$ cat config.mk
export PLATFORM = sky130hd
export DESIGN_NAME = ls_mem_responder
export DESIGN_NICKNAME = d
export VERILOG_FILES = /design/src/rtl/ls_pkg.sv /design/src/rtl/ls_req_fifo.sv /design/src/rtl/ls_mem_responder.sv
export SDC_FILE = /design/constraint.sdc
export NUM_CORES = 1
export LEC_CHECK = 0
export CORE_MARGIN = 2
export CORE_UTILIZATION = 47
export DETAILED_ROUTE_END_ITERATION = 12
export HOLD_SLACK_MARGIN = 0.05
export PLACE_DENSITY_LB_ADDON = 0.2
export SYNTH_ARGS = -nofsm -noshare
export SYNTH_HDL_FRONTEND = slang
export SYNTH_HIERARCHICAL = 1
export SYNTH_SLANG_ARGS = --single-unit
$ cat constraint.sdc
create_clock -name clk -period 3.25 [get_ports clk]
set_input_delay 0.65 -clock clk [delete_from_list [all_inputs] [get_ports clk]]
set_output_delay 0.65 -clock clk [all_outputs]
set_load 0.01 [all_outputs]
$ cat src/rtl/ls_pkg.sv
// Shared types and widths for the load/store memory responder.
package ls_pkg;

  localparam int unsigned LS_ADDR_W = 25;
  localparam int unsigned LS_DATA_W = 8;
  localparam int unsigned TAG_W     = 5;

  typedef struct packed {
    logic [LS_ADDR_W-1:0] addr;
    logic [LS_DATA_W-1:0] data;
    logic                 r_nw;
    logic [TAG_W-1:0]     tag;
  } ls_req_t;

  typedef enum logic [1:0] {
    IDLE,
    REQ,
    RESP
  } ls_state_t;

endpackage

$ cat src/rtl/ls_req_fifo.sv
// Synchronous FIFO of LS requests with a combinational head-of-queue view.
module ls_req_fifo
  import ls_pkg::*;
#(
  parameter int unsigned DEPTH = 4
) (
  input  logic    clk,
  input  logic    rst,
  input  logic    push,
  input  logic    pop,
  input  ls_req_t din,
  output ls_req_t head,
  output logic    full,
  output logic    empty
);

  localparam int unsigned PTR_W = $clog2(DEPTH);

  ls_req_t          mem [DEPTH];
  logic [PTR_W-1:0] wr_ptr;
  logic [PTR_W-1:0] rd_ptr;
  logic [PTR_W:0]   count;
  logic             do_push;
  logic             do_pop;

  // Overflow/underflow requests are dropped so the pointers can never skew.
  assign do_push = push && !full;
  assign do_pop  = pop && !empty;

  assign full  = (count == (PTR_W+1)'(DEPTH));
  assign empty = (count == '0);
  assign head  = mem[rd_ptr];

  always_ff @(posedge clk) begin
    if (do_push) begin
      mem[wr_ptr] <= din;
    end
  end

  always_ff @(posedge clk) begin
    if (rst) begin
      wr_ptr <= '0;
      rd_ptr <= '0;
      count  <= '0;
    end else begin
      if (do_push) begin
        wr_ptr <= wr_ptr + PTR_W'(1);
      end
      if (do_pop) begin
        rd_ptr <= rd_ptr + PTR_W'(1);
      end
      unique case ({do_push, do_pop})
        2'b10:   count <= count + (PTR_W+1)'(1);
        2'b01:   count <= count - (PTR_W+1)'(1);
        default: count <= count;
      endcase
    end
  end

endmodule

$ cat src/rtl/ls_mem_responder.sv
// Queues Execute-stage LS requests and runs them one at a time on the byte-wide
// memory bus with a req/ack handshake and timeout; loads return to writeback.
module ls_mem_responder
  import ls_pkg::*;
#(
  parameter int unsigned DEPTH       = 4,
  parameter int unsigned TIMEOUT_CYC = 64
) (
  input  logic                   clk,
  input  logic                   rst,
  input  logic                   ls_valid,
  output logic                   ls_ready,
  input  logic [LS_ADDR_W-1:0]   LS_addr,
  input  logic [LS_DATA_W-1:0]   LS_data,
  input  logic                   LS_R_nW,
  input  logic [TAG_W-1:0]       LS_Rd_tag,
  output logic                   mem_req,
  output logic [LS_ADDR_W-1:0]   mem_addr,
  output logic [LS_DATA_W-1:0]   mem_wdata,
  output logic                   mem_we,
  input  logic                   mem_ack,
  input  logic [LS_DATA_W-1:0]   mem_rdata,
  output logic                   wb_valid,
  input  logic                   wb_ready,
  output logic [2*LS_DATA_W-1:0] wb_data,
  output logic [TAG_W-1:0]       wb_tag,
  output logic                   bus_err
);

  localparam int unsigned TMR_W = $clog2(TIMEOUT_CYC);

  ls_state_t        state;
  ls_state_t        state_nxt;
  ls_req_t          push_req;
  ls_req_t          head;
  logic             full;
  logic             empty;
  logic             push;
  logic             pop;
  logic             timeout;
  logic             rd_done;
  logic             live;
  logic             timer_last;
  logic [TMR_W-1:0] timer;
  logic [TAG_W-1:0] cur_tag;

  assign push_req = '{addr: LS_addr, data: LS_data, r_nw: LS_R_nW, tag: LS_Rd_tag};

  // live holds ls_ready low through reset and for the first cycle after it.
  assign ls_ready   = live && !full;
  assign push       = ls_valid && ls_ready;
  assign mem_req    = (state == REQ);
  assign wb_valid   = (state == RESP);
  assign timer_last = (timer == TMR_W'(TIMEOUT_CYC - 1));

  ls_req_fifo #(
    .DEPTH(DEPTH)
  ) u_fifo (
    .clk  (clk),
    .rst  (rst),
    .push (push),
    .pop  (pop),
    .din  (push_req),
    .head (head),
    .full (full),
    .empty(empty)
  );

  always_ff @(posedge clk) begin
    if (rst) begin
      state <= IDLE;
    end else begin
      state <= state_nxt;
    end
  end

  always_comb begin
    state_nxt = state;
    pop       = 1'b0;
    timeout   = 1'b0;
    rd_done   = 1'b0;
    unique case (state)
      IDLE: begin
        if (!empty) begin
          pop       = 1'b1;
          state_nxt = REQ;
        end
      end
      REQ: begin
        // An ack arriving on the last timer cycle completes normally.
        if (mem_ack || timer_last) begin
          timeout   = !mem_ack;
          rd_done   = !mem_we;
          state_nxt = mem_we ? IDLE : RESP;
        end
      end
      RESP: begin
        if (wb_ready) begin
          state_nxt = IDLE;
        end
      end
      default: state_nxt = IDLE;
    endcase
  end

  always_ff @(posedge clk) begin
    if (rst) begin
      live      <= 1'b0;
      bus_err   <= 1'b0;
      mem_addr  <= '0;
      mem_wdata <= '0;
      mem_we    <= 1'b0;
      cur_tag   <= '0;
      timer     <= '0;
      wb_data   <= '0;
      wb_tag    <= '0;
    end else begin
      live    <= 1'b1;
      bus_err <= timeout;
      if (pop) begin
        mem_addr  <= head.addr;
        mem_wdata <= head.data;
        mem_we    <= !head.r_nw;
        cur_tag   <= head.tag;
        timer     <= '0;
      end else if (state == REQ) begin
        timer <= timer + TMR_W'(1);
      end
      if (rd_done) begin
        wb_data <= mem_ack ? {{LS_DATA_W{1'b0}}, mem_rdata} : '0;
        wb_tag  <= cur_tag;
      end
    end
  end

endmodule

After elaboration in Yosys (flattened, before gate mapping)
Memory sizes are Yosys's and may differ from the RTL's. A register that Yosys moved wholly into a read port is not among the register bits.
Cells that the tools add are included.
Cells by class
  mux-type cells: 16
  reductions and logical operators: 16
  add/sub/neg operators: 5
  bitwise logic cells: 2
  equality and inequality tests: 9
Operators with widths (count)
  2-to-1 mux 2 bit: 6
  2-to-1 mux 8 bit: 1
  2-to-1 mux 1 bit: 7
  adder 6 x 1 -> 6 bit (second input constant): 1
  equality test 6 bit (second input constant): 1
  one-hot mux 2 bit (3 select lines): 1
  one-hot mux 3 bit (2 select lines): 1
  zero test 1 bit: 5
  adder 2 x 1 -> 2 bit (second input constant): 2
  equality test 2 x 1 -> 1 bit (second input constant): 2
  equality test 2 bit (second input constant): 2
  logical AND 1 bit: 4
  != test 2 x 1 -> 1 bit (second input constant): 2
  adder 3 x 1 -> 3 bit (second input constant): 1
  equality test 3 bit (second input constant): 1
  zero test 3 bit: 1
  AND reduction 3 bit: 1
  OR reduction 3 bit: 1
  subtractor 3 x 1 -> 3 bit (second input constant): 1
  zero test 2 bit: 1
  != test 2 bit (second input constant): 1
  inverter 1 bit: 2
  nonzero test 2 bit: 1
  OR reduction 2 bit: 1
  logical OR 1 bit: 1
Word-level totals
  word-level logic and storage cells: 62
  input port bits: 52
  flip-flop bits (word level): 77
  memory bits (writable): 156
  memories: 1
Memories
  u_fifo.mem: words 4, width 39, rd ports 1, clocked after Yosys merged registers in 1, write ports 1, RTL line ls_req_fifo.sv:19  | ls_req_t mem [DEPTH];

Depth between registers and ports, before layout
Gate-level depths: netlist (run 1).
  depth after elaboration: 7
  gate-level depth with buffers: 13
  depth with buffers taken out: 12

By module
The synthesis (run 1) kept the hierarchy.
Modules (own cells, without submodules)
  ls_req_fifo: cells an instance 257, area an instance 6090.8 um2, seq. area each 4864.7 um2, times used 1
  ls_mem_responder: cells an instance 288, area an instance 2403.6 um2, seq. area each 1241.2 um2, times used 1

Least setup slack after synthesis (run 1)
OpenSTA, ideal clock, no wires.
  kind: register to register
  from: register u_fifo.count[2]
  to: memory u_fifo/mem[0][0] in the netlist's numbering (enable)
  arrival time: 2.076 ns
  buffers on the path: 0
  setup slack: 0.774 ns
  setup time: 0.400 ns
  required time: 2.850 ns
  cell stages (with the launch flop): 7
  cell sequence: dfxtp_1 nor3b_1 nor2b_1 and2_1 inv_1 nor2_2 and2_1
Between the ends
  longest elaborated chain between the ends: 7
RTL lines
  from (decl): RTL line ls_req_fifo.sv:22  | logic [PTR_W:0] count;
  from (signal assigned): RTL line ls_req_fifo.sv:53  | 2'b10: count <= count + (PTR_W+1)'(1);
  from (signal assigned): RTL line ls_req_fifo.sv:54  | 2'b01: count <= count - (PTR_W+1)'(1);
  from (signal assigned): RTL line ls_req_fifo.sv:55  | default: count <= count;
  equality test 3 bit: RTL line ls_req_fifo.sv:30  | assign full = (count == (PTR_W+1)'(DEPTH));
  net full: RTL line ls_mem_responder.sv:36  | logic full;
  zero test 1 bit: RTL line ls_mem_responder.sv:50  | assign ls_ready = live && !full;
  logical AND 1 bit: RTL line ls_mem_responder.sv:50
  net ls_ready: RTL line ls_mem_responder.sv:12  | output logic ls_ready,
  logical AND 1 bit: RTL line ls_mem_responder.sv:51  | assign push = ls_valid && ls_ready;
  net push: RTL line ls_mem_responder.sv:38  | logic push;
  logical AND 1 bit: RTL line ls_req_fifo.sv:27  | assign do_push = push && !full;
  2-to-1 mux 1 bit: RTL line ls_req_fifo.sv:35  | if (do_push) begin
  2-to-1 mux 1 bit (not written as such): RTL line ls_req_fifo.sv:36  | mem[wr_ptr] <= din;
  to (decl): RTL line ls_req_fifo.sv:19
The timed path passes the listed nets, and every way through them passes these cells.

Final worst setup path (run 1)
  from: register u_fifo.count[2]
  to: register u_fifo.count[2]
Between the ends
  longest elaborated chain between the ends: 7
RTL lines
  equality test 3 bit (*): RTL line ls_req_fifo.sv:30
  net full: RTL line ls_mem_responder.sv:36
  zero test 1 bit (*): RTL line ls_mem_responder.sv:50
  logical AND 1 bit (*): RTL line ls_mem_responder.sv:50
  logical AND 1 bit (*): RTL line ls_mem_responder.sv:51
  net push: RTL line ls_mem_responder.sv:38
  logical AND 1 bit (*): RTL line ls_req_fifo.sv:27
  equality test 2 x 1 -> 1 bit / equality test 2 bit (equally long branches): RTL line ls_req_fifo.sv:52  | unique case ({do_push, do_pop})
  one-hot mux 3 bit (2 select lines) / nonzero test 2 bit (equally long branches)
Mark *: on every way through the listed nets, which the timed path passes. The rest lies on a longest branch.
A chain may end at the register's enable or synchronous reset.

==> impl_metrics.csv, run 1 <==
group,metric,value,unit
power,power,7510,µW
die,num_rows,49,
yosys,postSynthCellCount,545,
routing,drt_first_iter_violations,262,
routing,viasPerCell,5.29,
worst_setup_path,crit_type,"reg -> reg",
yosys,async_flop_share,0,%
cells_and_area,fillCellCount,1348,
worst_setup_path,critPathRequiredTime,3.67,ns
die,core_area,17800,µm²
routing,vias,4747,
sta,rsz0062_at_grt,"no",
yosys,ys_seq_area_share,71.9,%
worst_setup_path,r2r-start,"u_fifo/count[2]",
yosys,synth_top_family_by_area,"multiplexers",
sta,max_freq,0.365,GHz
routing,final_antenna_net_count,0,
yosys,synth.mux.area_fraction,11.2,%
die,die_w,138,µm
yosys,synth_adder_area_share,1.12,%
place,port_buffers,102,
grt,grt_antenna_before_repair,0,
cts,ctsHoldBuffers,0,
grt,grt_pass1_vias,4855,
sta,skew,0.00603,ns
sta,worst_hold_slack,0.452,ns
cts,clk_pin_slew_worst_paths,0.06,ns
cts,cts_buffer_depth,3,
routing,wl_met3,889,µm
cells_and_area,post-route-util,58.5,%
sta,setup_viol,0,
die,dieArea,19200,µm²
cells_and_area,num_antenna_cells,0,
yosys,synth-seq-cells,227,
yosys,synth_xor_area_share,0.516,%
yosys,dominantRegCellSynth,"edfxtp_1",
routing,wl_met1,7.27,mm
yosys,yosysUniqueCellTypes,42,
cts,h-tree-depth,1,
sta,setup_tns,0,ns
status,status,"finished clean",
routing,drt-total-wl,16.4,mm
grt,overflow,0,
cts,cts_resized,0,
hold_path,min_from,"mem_addr[4]",
cts,cts_tree,"yes",
hold_path,hold_path_depth,2,
power,power_density,719,nW/µm²
yosys,synth_compound_area_share,4.46,%
worst_setup_path,crit_path_start,"u_fifo/count[2]",
worst_setup_path,rr_worst_depth,12,
sta,finalCritPeriodShare,84.3,%
sta,hold_viol,0,
yosys,synthSimpleGateAreaFrac,7.31,%
yosys,synth_area,8490,µm²
routing,drc,0,
routing,wl_per_cell,18.2,µm
cts,cts.sinks,227,
hold_path,holdPathEnd,"mem_addr[4]",
power,vdd_drop_max,490,µV
worst_setup_path,startpoint_type,"flip-flop",
routing,drt_pass1_iterations,5,
routing,wl_met2,8.02,mm
cts,numCtsBuffers,24,
worst_setup_path,r2r-end,"u_fifo/count[2]",
grt,grtUsageTotal,17.2,%
power,leakage,0.00340,µW
die,die_h,138,µm
hold_path,min_path_type,"reg -> reg",
routing,top_layer_used,"met4",
sta,max_slew.worst_pin.slew,1.11,ns
worst_setup_path,arrival,3.16,ns
die,io_pins,111,
worst_setup_path,endpoint_kind,"flip-flop",
sta,drv_slew,0,
cts,cts_root_buffer,"clkbuf_16",
cells_and_area,final_nets,710,
yosys,synth_edf_count,156,
die,start_util,47.6,%
place,place_congestion,0.724,
yosys,synth.avg_cell_area,15.6,µm²
worst_setup_path,r2r_slack,0.51,ns
yosys,ys_warn_count,6,
cts,clkLatencyLatePin,0.50,ns
grt,grt_first_pass_wirelength,26.4,mm
worst_setup_path,cp_max_fo,6,
grt,grt_max_degree,60,
job,max-cap-violations,0,
cts,cts_setup_buffers,0,
sta,period_minus_slack,2.74,ns
place,place.detailed.hpwl,9.55,mm
cells_and_area,syn2layout_area_growth,22.9,%
cells_and_area,drive_gt1_share,14.2,%
sta,slew_headroom,25.9,%
per-stage QoR:
step,worst slack [ns],instance area [µm²],std cells
3_3_place_gp,0.559,9700,854
2_1_floorplan,0.774,8520,552
5_1_grt,0.227,10400,898
6_report,0.509,10400,898
3_5_place_dp,0.450,9700,854
4_1_cts,0.519,10400,898
layer usage:
| metal | up-vias | GRT usage, % |
|---|---|---|
| met1 | 2387 | 23.8 |
| li1 | 2214 | - |
| met3 | 19 | 3.05 |
| met2 | 127 | 28.7 |
| met4 | 0 | 4.24 |
| met5 | - | 0 |
cells by family (layout without fill, tap and decap cells):
family,Yosys count,in the layout
xor+xnor,5,5
compound gates,66,66
buf+inv,50,167
other cells,1,8
simple gates,143,143
flops,227,227
fa+ha+maj,7,7
mux,46,46
placed cells by master (no fill, tap or decap), types with 5 or more instances in the layout:
master,instances
nor2_1,10
clkdlybuf4s50_1,101
a21oi_1,47
mux2i_1,7
o32ai_1,8
inv_1,11
nand2_1,106
dfxtp_1,69
conb_1,8
clkbuf_1,9
o21ai_0,5
ha_1,6
clkbuf_16,25
clkinv_2,6
or3_1,5
edfxtp_1,156
mux4_2,39
where the power goes:
part	internal (µW)	total [µW]	switching, µW
sequential	3340	3550	210
combinational	690	1420	733
clock	1500	2530	1030
total	5530	7510	1970
how the worst max path moves through the flow:
stage                                  end  slack, ns  cells after the start
after floorplan           u_fifo/mem[0][0]       0.77                      6
after detailed placement   u_fifo/count[2]       0.45                     11
after global placement     u_fifo/count[2]       0.56                     11
final                      u_fifo/count[2]       0.51                     12
after CTS                  u_fifo/count[2]       0.52                     12
after global routing       u_fifo/count[2]       0.23                     12
worst max-delay path, stage by stage, from the launching register on:
cell and delay [ns]:
dfxtp_1 0.39, nor3b_1 0.44, nor2b_1 0.11, and2_1 0.17, inv_1 0.08, nor2_2 0.08
inv_1 0.09, ha_1 0.19, inv_1 0.07, fa_1 0.37, xor2_1 0.17, or3_1 0.33
a21oi_1 0.15
flip-flops by register name (all words and copies together), names as in the netlist, 2 cells and up, named ones only:
| name | count |
|---|---|
| wb_data | 8 |
| u_fifo/wr_ptr | 2 |
| u_fifo/rd_ptr | 2 |
| mem_wdata | 8 |
| u_fifo/mem | 156 |
| timer | 6 |
| state | 2 |
| cur_tag | 5 |
| u_fifo/count | 3 |
| wb_tag | 5 |
| mem_addr | 25 |
synthesized netlist by cell type, types with 2 or more instances:
library cell | instances | area (µm²)
inv_1 | 11 | 41.3
and2_1 | 5 | 31.3
buf_4 | 10 | 75.1
dfxtp_1 | 71 | 1420
nor2_1 | 10 | 37.5
nor2b_1 | 3 | 18.8
clkbuf_1 | 14 | 52.6
nand2_1 | 106 | 398
mux2i_1 | 7 | 70.1
xor2_1 | 4 | 35.0
edfxtp_1 | 156 | 4680
nand3_1 | 2 | 10.0
o32ai_1 | 8 | 70.1
ha_1 | 6 | 75.1
a21oi_1 | 47 | 235
buf_2 | 4 | 20.0
or3_1 | 6 | 37.5
o31ai_1 | 2 | 15.0
o21ai_0 | 5 | 25.0
nand2b_1 | 2 | 12.5
mux4_2 | 39 | 878
buf_6 | 7 | 78.8
area by class of cell:
| type | instances | area [µm²] | share of cell area, % |
|---|---|---|---|
| Tap cell | 229 | 287 | 2.74 |
| Sequential cell | 227 | 6110 | 58.5 |
| Clock inverter | 5 | 25.0 | 0.240 |
| Timing Repair Buffer | 110 | 1130 | 10.8 |
| Multi-Input combinational cell | 275 | 2120 | 20.3 |
| Clock buffer | 39 | 716 | 6.86 |
| Inverter | 13 | 52.6 | 0.503 |
Power figures use the tool's default switching activity.
==> run 2: changes to the inputs <==
==> constraint.sdc (replaced) <==
create_clock -name clk -period 2.78 [get_ports clk]
set_input_delay 0.556 -clock clk [delete_from_list [all_inputs] [get_ports clk]]
set_output_delay 0.556 -clock clk [all_outputs]
set_load 0.01 [all_outputs]
==> impl_metrics.csv, run 2 (same netlist as run 1, synthesis figures left out) <==
group,metric,value,unit
die,die_w,138,µm
cts,cts_root_buffer,"clkbuf_16",
sta,drv_slew,0,
cts,cts_tree,"yes",
cells_and_area,most-common-layout-cells,"156 x edfxtp_1, 106 x nand2_1, 101 x clkdlybuf4s50_1, 69 x dfxtp_1, 47 x a21oi_1",
power,power_density,842,nW/µm²
sta,slew_headroom,55.6,%
routing,drt-total-wl,16.6,mm
routing,vias,4731,
cells_and_area,drive_gt1_share,14.4,%
power,vdd_drop_max,592,µV
cells_and_area,post-route-util,58.9,%
routing,drt_first_iter_violations,294,
sta,skew,0.0157,ns
routing,drc,0,
cts,clk_pin_slew_worst_paths,0.06,ns
sta,hold_viol,0,
place,place.detailed.hpwl,9.86,mm
die,dieArea,19200,µm²
cells_and_area,largestRegisters,"u_fifo/mem (156), mem_addr (25)",
routing,drt_pass1_iterations,4,
cts,cts_setup_buffers,0,
grt,grtUsageTotal,17.2,%
die,core_area,17800,µm²
sta,period_minus_slack,2.50,ns
die,start_util,47.6,%
sta,setup_tns,0,ns
cts,h-tree-depth,1,
worst_setup_path,crit_type,"reg -> reg",
grt,grt_first_pass_wirelength,26.4,mm
worst_setup_path,cp_max_fo,6,
sta,finalCritPeriodShare,90.1,%
cells_and_area,syn2layout_area_growth,23.7,%
grt,grt_antenna_before_repair,0,
sta,rsz0062_at_grt,"no",
cts,cts_buffer_depth,3,
die,io_pins,111,
cells_and_area,final_nets,715,
cells_and_area,final_common_cell,"edfxtp_1",
power,leakage,0.00343,µW
job,max-cap-violations,0,
sta,setup_viol,0,
sta,max_freq,0.399,GHz
die,die_h,138,µm
cts,numCtsBuffers,24,
cts,ctsHoldBuffers,0,
cts,cts_resized,0,
grt,overflow,0,
routing,final_antenna_net_count,0,
worst_setup_path,arrival,2.93,ns
place,port_buffers,102,
grt,grt_max_degree,60,
hold_path,min_path_type,"reg -> reg",
place,place_congestion,0.737,
sta,max_slew.worst_pin.slew,0.666,ns
worst_setup_path,endpoint_kind,"flip-flop",
worst_setup_path,startpoint_type,"flip-flop",
cts,clkLatencyLatePin,0.51,ns
cts,cts.sinks,227,
status,status,"finished clean",
die,num_rows,49,
routing,viasPerCell,5.23,
cells_and_area,largest-register,"u_fifo/mem",
routing,wl_per_cell,18.4,µm
grt,grt_pass1_vias,4948,
worst_setup_path,critPathRequiredTime,3.21,ns
cells_and_area,largest_reg_flops,156,
## run 2: layout make-up
class | count | area (µm²)
fillers | 1359 | 7330
flip-flops and latches | 227 | 6110
multi-input cells | 275 | 2120
repair buffers | 115 | 1180
clock buffers | 38 | 694
well taps | 229 | 287
clock inverters | 6 | 60.1
inverters | 13 | 52.6
diodes | 1 | 2.50
## run 2: final timing paths
| path | from | end | slack [ns] | depth (start not counted) |
|---|---|---|---|---|
| worst max-delay path | u_fifo/count[2] | u_fifo/count[2] | 0.28 | 12 |
| worst min-delay path | mem_addr[9] | mem_addr[9] | 0.45 | 2 |
| worst max register to register | u_fifo/count[2] | u_fifo/count[2] | 0.28 | 12 |
| worst min register to register | mem_addr[9] | mem_addr[9] | 0.45 | 2 |
## run 2: metal layers
metal | up-vias | track usage, % | share of wire, % | wire [µm]
met4 | 0 | 4.46 | 1.5 | 255
met2 | 129 | 29.4 | 49 | 8120
met3 | 20 | 3.33 | 5.8 | 958
li1 | 2214 | - | - | -
met1 | 2368 | 22.9 | 44 | 7300
met5 | - | 0 | 0 | 0
## run 2: critical path, cell delays in order (launching register included)
cell	delay, ns
dfxtp_1	0.39
nor3b_1	0.31
nor2b_1	0.10
and2_1	0.17
inv_1	0.09
nor2_2	0.07
inv_1	0.06
ha_1	0.17
inv_1	0.06
fa_1	0.37
xor2_1	0.16
or3_1	0.32
a21oi_1	0.14
## run 2: power by group
part / leakage, µW / switching (µW) / internal [µW] / total [µW]
registers: 0.00200 / 221 / 3910 / 4130
clock network: 0.000364 / 1210 / 1810 / 3020
logic: 0.00107 / 881 / 822 / 1700
total: 0.00343 / 2310 / 6540 / 8850
## run 2: through the flow
step	cell area [µm²]	total power [µW]	worst slack, ns	hold slack (ns)	instances
final	10500	8850	0.276	0.451	904
after global routing	10500	9270	0.112	0.480	903
after CTS	10500	8970	0.259	0.454	903
after detailed placement	9750	5930	0.113	0.447	859
after global placement	9750	5870	0.171	0.442	859
after floorplan	8520	5230	0.304	0.437	552
